**src/rtl/alu_cmd_sequencer.sv**
```systemverilog
// Command FIFO plus registered response slot that turns a combinational 4-bit ALU into a
// back-pressurable pipelined unit. Optional macro ALU_CHAIN_EN feeds the previous result into A.
module alu_cmd_sequencer #(
  parameter int DEPTH = 4,
  parameter int CNT_W = 3
) (
  input  logic             clk,
  input  logic             rst_n,
  input  logic             cmd_valid,
  output logic             cmd_ready,
  input  logic [2:0]       cmd_opcode,
  input  logic [3:0]       cmd_a,
  input  logic [3:0]       cmd_b,
`ifdef ALU_CHAIN_EN
  input  logic             cmd_chain,
`endif
  output logic [2:0]       alu_opcode,
  output logic [3:0]       alu_a,
  output logic [3:0]       alu_b,
  input  logic [3:0]       alu_result,
  input  logic             alu_flag,
  output logic             rsp_valid,
  input  logic             rsp_ready,
  output logic [3:0]       rsp_result,
  output logic             rsp_flag,
  output logic [CNT_W-1:0] fifo_count
);

  localparam int PTR_W = $clog2(DEPTH);

  logic [2:0]       op_mem [DEPTH];
  logic [3:0]       a_mem  [DEPTH];
  logic [3:0]       b_mem  [DEPTH];
  logic [PTR_W-1:0] wptr, rptr;
  logic [CNT_W-1:0] count;
  logic             vld_p1;
  logic [3:0]       result_p1;
  logic             flag_p1;
  logic             push, issue, empty;
`ifdef ALU_CHAIN_EN
  logic             chain_mem [DEPTH];
  logic [3:0]       last_result;
`endif

  // Stage p0: command capture into the FIFO
  assign cmd_ready = (count != CNT_W'(DEPTH));
  assign empty     = (count == '0);
  assign push      = cmd_valid & cmd_ready;
  assign issue     = !empty & (!vld_p1 | rsp_ready);

  always_ff @(posedge clk) begin
    if (push) begin
      op_mem[wptr] <= cmd_opcode;
      a_mem[wptr]  <= cmd_a;
      b_mem[wptr]  <= cmd_b;
`ifdef ALU_CHAIN_EN
      chain_mem[wptr] <= cmd_chain;
`endif
    end
  end

  // Head entry drives the ALU directly; an empty FIFO presents all zeros
  always_comb begin
    alu_opcode = '0;
    alu_a      = '0;
    alu_b      = '0;
    if (!empty) begin
      alu_opcode = op_mem[rptr];
      alu_a      = a_mem[rptr];
      alu_b      = b_mem[rptr];
`ifdef ALU_CHAIN_EN
      if (chain_mem[rptr]) alu_a = last_result;
`endif
    end
  end

  // Stage p1: response slot, filled on issue and emptied when consumed with nothing behind it
  always_ff @(posedge clk) begin
    if (!rst_n) begin
      wptr      <= '0;
      rptr      <= '0;
      count     <= '0;
      vld_p1    <= 1'b0;
      result_p1 <= '0;
      flag_p1   <= 1'b0;
    end else begin
      if (push)  wptr <= wptr + PTR_W'(1);
      if (issue) rptr <= rptr + PTR_W'(1);
      if (push && !issue)      count <= count + CNT_W'(1);
      else if (!push && issue) count <= count - CNT_W'(1);
      if (issue) begin
        vld_p1    <= 1'b1;
        result_p1 <= alu_result;
        flag_p1   <= alu_flag;
      end else if (rsp_ready) begin
        vld_p1 <= 1'b0;
      end
    end
  end

`ifdef ALU_CHAIN_EN
  always_ff @(posedge clk) begin
    if (!rst_n)     last_result <= '0;
    else if (issue) last_result <= alu_result;
  end
`endif

  assign rsp_valid  = vld_p1;
  assign rsp_result = result_p1;
  assign rsp_flag   = flag_p1;
  assign fifo_count = count;

endmodule

```
**config.mk**
```make
export PLATFORM = sky130hd
export DESIGN_NAME = alu_cmd_sequencer
export DESIGN_NICKNAME = d
export VERILOG_FILES = /design/src/rtl/alu_cmd_sequencer.sv
export SDC_FILE = /design/constraint.sdc
export NUM_CORES = 1
export LEC_CHECK = 0
export CELL_PAD_IN_SITES_DETAIL_PLACEMENT = 1
export CELL_PAD_IN_SITES_GLOBAL_PLACEMENT = 1
export CORE_MARGIN = 4
export CORE_UTILIZATION = 39
export DETAILED_ROUTE_END_ITERATION = 12
export PLACE_DENSITY_LB_ADDON = 0.1
export SYNTH_ARGS = -nofsm -noshare
export SYNTH_HDL_FRONTEND = slang
export SYNTH_SLANG_ARGS = --single-unit
```
**constraint.sdc**
```tcl
create_clock -name clk -period 2 [get_ports clk]
set_clock_uncertainty 0.05 [all_clocks]
set_input_delay 0.2 -clock clk [delete_from_list [all_inputs] [get_ports clk]]
set_output_delay 0.2 -clock clk [all_outputs]
set_load 0.01 [all_outputs]
```
---- Word level (Yosys, flattened, before mapping) ----
Memories as Yosys holds them, arrays and structs flattened. A register that Yosys moved wholly into a read port is not among the register bits.
Cells that the tools add are included.
cells by class
  add/subtract/negate cells ............... 4
  equality and inequality tests ........... 1
  mux-type cells .......................... 15
  bitwise gates (word level) .............. 3
  reduce and logical (&&, ||, !) cells .... 9
operators with widths
  kind                                                                number
  2-bit 2-to-1 mux                                                    6
  3-bit 2-to-1 mux                                                    3
  4-bit 2-to-1 mux                                                    2
  2-bit by 1-bit adder with 2-bit output, second input constant       2
  1-bit logical NOT                                                   4
  1-bit 2-to-1 mux                                                    4
  2-bit nonzero test                                                  2
  3-bit by 1-bit adder with 3-bit output, second input constant       1
  3-bit logical NOT                                                   1
  3-bit inequality test, second input constant                        1
  3-bit by 1-bit subtractor with 3-bit output, second input constant  1
  1-bit bitwise AND                                                   2
  1-bit logical AND                                                   2
  1-bit bitwise OR                                                    1
word-level totals
  register bits ........................... 13
  memory bits (writable) .................. 44
  input port bits ......................... 20
  output and inout bits ................... 21
  word-level logic and storage cells ...... 41
  memories ................................ 3
memories
  memory  words  width  rd ports  clocked after Yosys merged registers in  write ports  RTL line  RTL
  a_mem   4      4      1         1                                        1            32        logic [3:0] a_mem [DEPTH];
  b_mem   4      4      1         1                                        1            33        logic [3:0] b_mem [DEPTH];
  op_mem  4      3      1         1                                        1            31        logic [2:0] op_mem [DEPTH];

---- Logic depth before layout (Yosys ltp) ----
  depth in word-level cells ............... 6
  mapped depth ............................ 9
  mapped depth without buffers ............ 9

---- Worst setup path before layout ----
Ideal clock, no wire load.
  path kind ............................... flip-flop to flip-flop
  from .................................... register count[2], in the netlist fifo_count[2]
  to ...................................... register count[2], in the netlist fifo_count[2]
  library setup time ...................... 0.076 ns
  arrival time ............................ 2.090 ns
  path slack .............................. -0.216 ns
  stages on the path, launching flop included .. 10
  path buffers ............................ 0
  period minus slack after synthesis ...... 2.216 ns
  cells stage by stage .................... dfxtp_1 -> nor3_2 -> nor2_2 -> inv_1 -> ha_1 -> inv_1 -> fa_1 -> xor2_1 -> or3_1 -> a21boi_0
on the way
  cells in the longest elaborated chain, start to end .. 6
  elaborated cells between the ends (all ways) .. 14
  those cells by class .................... 2 x add/sub; 1 x eq/ne; 2 x mux; 2 x bitwise; 7 x reduce/logical
RTL lines
  what                                                                                                 RTL line  RTL
  from (decl)                                                                                          35        logic [CNT_W-1:0] count;
  from (signal assigned)                                                                               89        if (push && !issue) count <= count + CNT_W'(1);
  from (signal assigned)                                                                               90        else if (!push && issue) count <= count - CNT_W'(1);
  parallel branches: the longest is 6 deep, another holds 3-bit by 1-bit subtractor with 3-bit output  -
Parallel ways; which one is timed is not known. The select of a mux whose other input is x is not followed.
A chain may end at the register's enable or synchronous reset.

---- Final worst setup path ----
  from .................................... register count[1], in the netlist fifo_count[1]
  to ...................................... register count[2], in the netlist fifo_count[2]
on the way
  elaborated cells between the ends (all ways) .. 14
  those cells by class .................... 2 x add/sub; 1 x eq/ne; 2 x mux; 2 x bitwise; 7 x reduce/logical
RTL lines
  what                          RTL line  RTL
  3-bit inequality test (*)     46        assign cmd_ready = (count != CNT_W'(DEPTH));
  1-bit bitwise AND (*)         48        assign push = cmd_valid & cmd_ready;
  named net push                39        logic push, issue, empty;
  1-bit logical NOT             90
  1-bit logical AND             90
  2-bit nonzero test (no line)  -
The timed path passes the listed nets; every way through them passes the cells marked *. The select of a mux whose other input is x is not followed.

==> results.py <==
metrics = {
    "logic_synthesis": {
        "synth_common_cells": "edfxtp_1, dfxtp_1, nand2_1, nor2b_1, mux4_2",
        "syn-instance-count": 144,
        "ys_ff_latch": 59,
        "ys_seq_area_share_pct": 68.4,
        "yosysTopAreaCell": "edfxtp_1",
        "synth.most_common_cell": "edfxtp_1",
        "synth_top_area_share_pct": 55.8,
        "synth_cell_type_count": 25,
        "dominantRegCellSynth": "edfxtp_1",
        "yosysWarnings": 0,
        "syn_area_per_cell_um2": 16.5,
        "synth_area_leaders": "edfxtp_1, dfxtp_1, mux4_2",
        "async_flop_share_pct": 0,
        "synthesis.nets": 170,
        "synth-edff-count": 44,
        "synthesis.area_um2": 2370,
    },
    "status": {
        "status": "complete, no violations",
    },
    "clocking": {
        "cts_buffers": 9,
        "clkLatencyLatePin_ps": 340,
        "root_buffer": "clkbuf_8",
        "cts_max_level": 3,
        "cts.clk_slew.worst_paths_ps": 70,
        "cts_buffer_depth": 2,
        "clock_sinks": 59,
        "tritoncts": "done",
    },
    "routing": {
        "wl_per_cell_um": 17.3,
        "drtAntennaViolNets": 0,
        "via_per_inst": 4.98,
        "drtIter0Drc": 45,
        "num_vias": 1409,
        "drc_errors": 0,
        "dr.pass1.iters": 2,
        "wirelength_um": 4900,
    },
    "cells_and_area": {
        "num_antenna_cells": 0,
        "fin_util_pct": 53.0,
        "area_delta_synth_final_pct": 32.4,
        "fin_nets": 229,
        "fin_area_um2": 3140,
        "layout-drive-gt1-share_pct": 29.8,
        "n_fill_cell": 574,
    },
    "placement": {
        "dp_hpwl_um": 3410,
        "place_ws_ps": -200,
        "io_buffers": 40,
        "placed_area_um2": 2950,
        "place_congestion": 0.701,
    },
    "grt": {
        "grt_pass1_vias": 1539,
        "grt-ovfl-total": 0,
        "grt_start_max_net_pins": 22,
        "met3_usage_pct": 3.55,
        "grt.total_usage_pct": 15.3,
        "met1_usage_pct": 18.4,
        "grt_pass1_wl_um": 8140,
        "antenna_found_initial": 0,
        "use_met2_pct": 24.8,
        "grt.busiest_layer": "met2",
    },
    "setup_path": {
        "startpoint_type": "register",
        "crit_end": "fifo_count[2]",
        "r2r_setup_slack_ps": 60,
        "cp.arrival_ps": 2160,
        "r2r_cells": 8,
        "crit_family": "adder cells",
        "path_buf_inv": 1,
        "required_ps": 2220,
        "timing.rr.end": "fifo_count[2]",
        "path_max_fanout": 6,
        "cp.depth": 8,
        "endpoint_kind": "register",
        "cp_slowest_stage_delay_ps": 400,
        "cp-startpoint": "fifo_count[1]",
        "reg2reg_from": "fifo_count[1]",
        "critical_path_class": "reg2reg",
        "crit_slowest_cell": "dfxtp_4",
        "worstPathCellList": "nor2_1 -> a21boi_2 -> ha_4 -> inv_1 -> fa_2 -> xor2_1 -> or3_1 -> a21boi_1",
    },
    "min_path": {
        "hp-class": "in2reg",
        "hp-start": "alu_result[3]",
    },
    "die": {
        "die_h_um": 86.0,
        "coreArea_um2": 5920,
        "std_cell_rows": 28,
        "initial_core_util_pct": 40.0,
        "dieArea_um2": 7390,
        "die_w_um": 86.0,
        "pin_count": 41,
    },
    "power": {
        "power.leakage_uw": 0.00112,
        "peakVddDrop_uv": 550,
        "totalPowerFinal_uw": 4190,
        "power_density_nw_per_um2": 1330,
    },
    "flow_run": {
        "cap_violations": 0,
    },
    "timing": {
        "grt_setup_unrepaired": "true",
        "final_hold_viol_count": 0,
        "fin_crit_sh_pct": 97.2,
        "setup-violations-final": 0,
        "worstMarginPinSlew_ps": 688,
        "fmax_mhz": 515,
        "worst_slack_ps": 56.7,
        "drv_slew": 0,
        "max-slew-margin-rel_pct": 54.0,
        "post-route-min-period_ps": 1940,
    },
}
tightest hold or removal path: stages:
cell             delay, ps
clkdlybuf4s50_1        400
nand2_1                 60
mux2i_1                 60
power breakdown:
group / switching [µW] / internal (µW)
Clock: 476 / 567
Sequential: 121 / 1520
Combinational: 690 / 817
Total: 1290 / 2900
metal layers:
| layer | routed length (µm) | up-vias |
|---|---|---|
| li1 | - | 653 |
| met1 | 2040 | 721 |
| met2 | 2580 | 22 |
| met3 | 144 | 13 |
| met4 | 131 | 0 |
| met5 | 0 | - |
timing repair:
action	CTS	global route
setup endpoints to repair	11	10
buffers inserted	2	1
pin swaps	0	1
gates resized for setup	36	11
hold buffers	0	0
worst min path at each step:
stage / end / slack, ps / cells past startpoint
after global routing: rsp_result[2] / 380 / 3
after CTS: rsp_result[3] / 370 / 3
final: rsp_result[3] / 380 / 3
after global placement: rsp_result[3] / 390 / 2
after detailed placement: rsp_result[1] / 410 / 2
after floorplan: a_mem[0][0] / 250 / 0
state kept, by name, summed over array words and instances, names as in the netlist, named ones only:
signal      flops
a_mem          16
b_mem          16
op_mem         12
rsp_result      4
fifo_count      3
rptr            2
wptr            2
rsp_flag        1
rsp_valid       1
cells by family (layout without fill, tap and decap cells):
family | after synthesis | after routing | synth area share, %
DFF | 59 | 59 | 68.4
AOI/OAI and AO/OA | 9 | 9 | 2.96
buffers and inverters | 10 | 74 | 1.74
and+or+nand+nor | 39 | 39 | 8.82
muxes | 19 | 19 | 13.8
adders and majority gates | 6 | 6 | 3.48
xor gates and xnor gates | 2 | 2 | 0.739
cell type report:
| type | count | area, µm² | share of cell area (%) |
|---|---|---|---|
| clock inverters | 7 | 68.8 | 2.19 |
| clock buffers | 9 | 124 | 3.95 |
| well taps | 75 | 93.8 | 2.99 |
| inverters | 5 | 18.8 | 0.598 |
| flip-flops and latches | 59 | 1630 | 52.0 |
| multi-input cells | 75 | 738 | 23.5 |
| repair buffers | 53 | 463 | 14.8 |
through the flow:
stage / cells / hold slack, ps / TNS [ps]
floorplan: 144 / 249 / -14.8
global placement: 265 / 394 / -111
detailed placement: 265 / 408 / -200
CTS: 283 / 368 / 0
global route: 283 / 383 / -56.1
finish: 283 / 380 / 0
placed cells by master, fill, tap and decap left out, drive strengths merged, types with 2 or more instances in the layout:
cell           instances
clkdlybuf4s50         29
clkbuf                14
mux2i                  8
clkinv                 2
inv                    5
dfxtp                 15
or3                    2
buf                   19
edfxtp                44
a21boi                 5
nor2                   2
o21ai                  2
nand2                 15
mux4                  11
ha                     5
and2                   5
nor2b                 13
clkinvlp               4
Note: power is estimated with default switching activity, not from simulation.
